--- src/rtl/shift_left_iterative.sv ---
// Multi-cycle logical left shifter, one bit per clock, start/busy/done handshake.
// Optional signed-overflow flag on port ovf when SHL_OVF_EN is defined.
module shift_left_iterative #(
  parameter int WIDTH = 32
) (
  input  logic             clk,
  input  logic             rst_n,
  input  logic             start,
  input  logic [WIDTH-1:0] a,
  input  logic [WIDTH-1:0] b,
  output logic [WIDTH-1:0] z,
  output logic             busy,
  output logic             done
`ifdef SHL_OVF_EN
  ,
  output logic             ovf
`endif
);

  typedef enum logic [1:0] {
    IDLE,
    SHIFT,
    DONE
  } state_t;

  state_t           state_q, state_d;
  logic [WIDTH-1:0] acc_q, acc_d;
  logic [4:0]       cnt_q, cnt_d;
  logic [WIDTH-1:0] z_d;
  logic             accept;
  logic             enter_done;

  // Upper shift-amount bits are architecturally ignored.
  logic unused_b;
  assign unused_b = ^b[WIDTH-1:5];

  always_comb begin
    state_d    = state_q;
    acc_d      = acc_q;
    cnt_d      = cnt_q;
    z_d        = z;
    accept     = 1'b0;
    enter_done = 1'b0;
    unique case (state_q)
      IDLE, DONE: begin
        if (start) begin
          accept = 1'b1;
          acc_d  = a;
          cnt_d  = b[4:0];
          if (b[4:0] == 5'd0) begin
            state_d    = DONE;
            z_d        = a;
            enter_done = 1'b1;
          end else begin
            state_d = SHIFT;
          end
        end else begin
          state_d = IDLE;
        end
      end
      SHIFT: begin
        acc_d = {acc_q[WIDTH-2:0], 1'b0};
        cnt_d = cnt_q - 5'd1;
        if (cnt_q == 5'd1) begin
          state_d    = DONE;
          z_d        = acc_d;
          enter_done = 1'b1;
        end
      end
      default: state_d = IDLE;
    endcase
  end

  always_ff @(posedge clk or negedge rst_n) begin
    if (!rst_n) begin
      state_q <= IDLE;
      acc_q   <= '0;
      cnt_q   <= '0;
      z       <= '0;
    end else begin
      state_q <= state_d;
      acc_q   <= acc_d;
      cnt_q   <= cnt_d;
      z       <= z_d;
    end
  end

  assign busy = (state_q == SHIFT);
  assign done = (state_q == DONE);

`ifdef SHL_OVF_EN
  logic ovf_r;
  logic step;

  // A step overflows when the bit about to become the sign differs from it.
  assign step = busy && (acc_q[WIDTH-1] != acc_q[WIDTH-2]);

  always_ff @(posedge clk or negedge rst_n) begin
    if (!rst_n) begin
      ovf_r <= 1'b0;
      ovf   <= 1'b0;
    end else begin
      if (accept)
        ovf_r <= 1'b0;
      else if (step)
        ovf_r <= 1'b1;
      if (enter_done)
        ovf <= busy ? (ovf_r | step) : 1'b0;
    end
  end
`else
  logic unused_ctl;
  assign unused_ctl = accept ^ enter_done;
`endif

endmodule

--- config.mk ---
export PLATFORM = sky130hd
export DESIGN_NAME = shift_left_iterative
export DESIGN_NICKNAME = d
export VERILOG_FILES = /design/src/rtl/shift_left_iterative.sv
export SDC_FILE = /design/constraint.sdc
export NUM_CORES = 1
export LEC_CHECK = 0
export CAP_MARGIN = 15
export CORE_MARGIN = 1
export CORE_UTILIZATION = 46
export DETAILED_ROUTE_END_ITERATION = 8
export PLACE_DENSITY = 0.87
export SYNTH_ARGS = -nofsm -noshare
export SYNTH_HDL_FRONTEND = slang
export SYNTH_SLANG_ARGS = --single-unit
--- constraint.sdc ---
create_clock -name clk -period 2.3 [get_ports clk]
set_clock_uncertainty 0.05 [all_clocks]
set_input_delay 0.69 -clock clk [delete_from_list [all_inputs] [get_ports clk]]
set_output_delay 0.69 -clock clk [all_outputs]
set_load 0.02 [all_outputs]
==> summary.txt <==
Power
  • Combinational Power Share: between 50% and 60%
  • Max IR drop VDD: between 0.7 and 0.8 mV
  • NetSw: between 2 and 3 mW
  • Clock power share: 13.2%
  • Sw frac: ~39%
  • P_leak: approximately 2.0 nW
  • Pwr per Cell Area: between 1500 and 2000 nW/µm²
  • Total power: about 6.6 mW
  • Pint: between 3 and 4 mW
  • Flop pwr share: 33.8%

Worst setup path
  • Crit path kind: primary input to register
  • Startpoint types: primary input
  • CP arrival: about 2400 ps
  • CP Capture Type: register
  • Crit path required time: approximately 2500 ps
  • Critical path fanouts, max: 7

Yosys
  • Syn_nets: roughly 350
  • Seq/Total Area, Yosys: approximately 56%
  • Mapped Area: 3107 µm²
  • Syn Area/Cell: 11.14 µm²
  • Number of synthesized flops with an enable pin: 0
  • Syn Inst Count: 279
  • Post-synth top flop: dfrtp_1
  • Async set-reset flop share out of synthesis: 100.0%
  • Count of cell types in the netlist: 28
  • Synth Warn #: 0
  • Yosys reg bits: 70

Clock network
  • Total CTS buffers: 9
  • Clock latency on the worst-skew pair: around 340 ps
  • Root buffer cell: clkbuf_8
  • Clock slew at reported path FFs: about 70 ps
  • CTS Buffer Depth: 2
  • # H-tree levels: 3
  • CTS Sinks: 70
  • CTS tree: yes

STA
  • Worst slew pin tran: 573.4 ps
  • Fmax: around 0.45 GHz
  • Number of setup violations in the final report: 0
  • Number of max-slew violations in the final report: 0
  • Final Hold Fails: 0
  • RSZ-0062 raised after global routing: no
  • Worst slew margin: approximately 62%
  • Min Tclk post-route: 2225 ps
  • Final worst path period share: between 90% and 100%

Floorplan
  • Area of the core: about 6400 µm²
  • Die height: between 80 and 90 µm
  • Die area: 7086 µm²
  • Row cnt: 29
  • Ports: ~100
  • Die W: between 80 and 90 µm
  • Initial Utilization: around half

Global routing
  • Grt ovf: 0
  • Gr usage total: between 10% and 20%
  • Initial antenna violation count: 0
  • Vias in the first global route: approximately 2,200
  • Largest net degree at the start of global routing: 37
  • First-pass GRT wire length: roughly 11 mm

Place
  • GPL Wtd Cong: 0.8412
  • Placed Cells: between 400 and 500
  • # port buffers: between 70 and 80
  • Detailed placement HPWL: about 4.3 mm

Route
  • DR vias/cell: roughly 5
  • Drt drc: 8
  • First-pass DRT Iterations: 6
  • Final wirelength: between 6 and 7 mm
  • DRT antenna net count: 0
  • Via count: roughly 2,200
  • Routed WL per cell: around 15 µm
  • Iteration-0 DRC Markers: 107

Outcome
  • Failing checks: DRC
  • Status: finished, violations left

Finish
  • Fin nets: between 400 and 500
  • Post-Layout Cell Count: 447
  • Layout cells sized above 1: around a tenth
  • N_diodes: 0
  • Area delta synth->final: 35.64%
  • Finished Core Util: around two thirds

Hold path
  • Min-delay worst type: primary input to async pin

Job
  • Max-cap violations: 0
routing by layer:
layer	track usage [%]	vias up	share of wire [%]
met5	0	-	0
met1	25.79	1075	46
met2	29.88	58	48
met3	5.408	7	5.0
met4	7.053	0	0.86
li1	-	1098	-
cell usage after synthesis (2+ instances only):
master,count,area share (%)
a21oi_1,31,5.0
buf_12,3,1.9
buf_2,4,0.64
clkbuf_1,6,0.72
dfrtp_1,70,56
ha_1,2,0.81
inv_1,35,4.2
mux2i_1,60,19
nand2_1,10,1.2
nand2b_1,2,0.40
nand3_1,2,0.32
nor2_1,32,3.9
nor2b_1,2,0.40
o21ai_0,6,0.97
stage by stage:
step                      setup slack, ps  instance area [µm²]  TNS (ps)  hold slack (ps)
after floorplan                     178.5                 3107         0            344.4
after global placement             -266.4                 3966     -7894            448.2
after detailed placement           -351.3                 3966     -9440            447.8
after CTS                           9.308                 4133         0            348.5
after global routing               0.6694                 4214         0            369.4
final                               75.38                 4214         0            340.7
sequential cells by signal, summed over array words and instances, names as in the netlist:
signal,flops
z,32
cnt_q,5
state_q,2
acc_q,31
final cells by class:
type,count,area (µm²)
clock buffers,12,145.1
clock inverters,4,22.52
fillers,512,2208
inverters,36,135.1
multi-input cells,159,1126
flip-flops and latches,70,1752
well taps,77,96.34
repair buffers,89,937.1
kinds of logic after synthesis:
group	after synthesis	synth area share (%)
flops	70	56.38
mux	61	19.69
simple gates	52	7.290
buf+inv	50	8.015
compound gates	44	7.814
fa+ha+maj	2	0.8053
final timing paths:
path                                  from  cells after the start  slack, ps        to
worst min register to register    acc_q[0]                      1        460  acc_q[0]
worst min-delay path                 rst_n                      2        340      z[0]
worst max register to register  state_q[1]                      8        190      z[0]
min in group clk                  acc_q[0]                      1        460  acc_q[0]
worst max-delay path                  b[3]                      6         80     z[23]
max in group asynchronous            rst_n                      2       1520  acc_q[9]
power groups by stage:
stage               sequential, mW  combinational [mW]  clock [mW]
floorplan                     2.51                1.89           0
global placement              2.21                3.24           0
detailed placement            2.24                3.33           0
CTS                           2.22                3.33       0.883
global route                  2.30                3.77       0.944
finish                        2.22                3.48       0.864
layout by cell type (no fill, tap or decap), types with 6 or more instances in the layout:
cell              n
dfrtp_1          70
clkdlybuf4s50_1  68
mux2i_1          59
inv_1            35
nor2_1           32
a21oi_1          31
clkbuf_8         10
buf_4            10
nand2_1           9
o21ai_0           6
critical path, stage by stage:
cell	delay, ps
clkdlybuf4s50_1	450
or4_4	450
nor3_4	200
o21a_4	240
buf_12	160
mux2i_2	220
timing repair:
item                       CTS  global route
setup endpoints to repair    1            19
hold buffers                 0             0
cloned                       0             2
setup buffers                0             1
pin swaps                    0             2
resized for setup            1             6
Power figures use the tool's default switching activity.
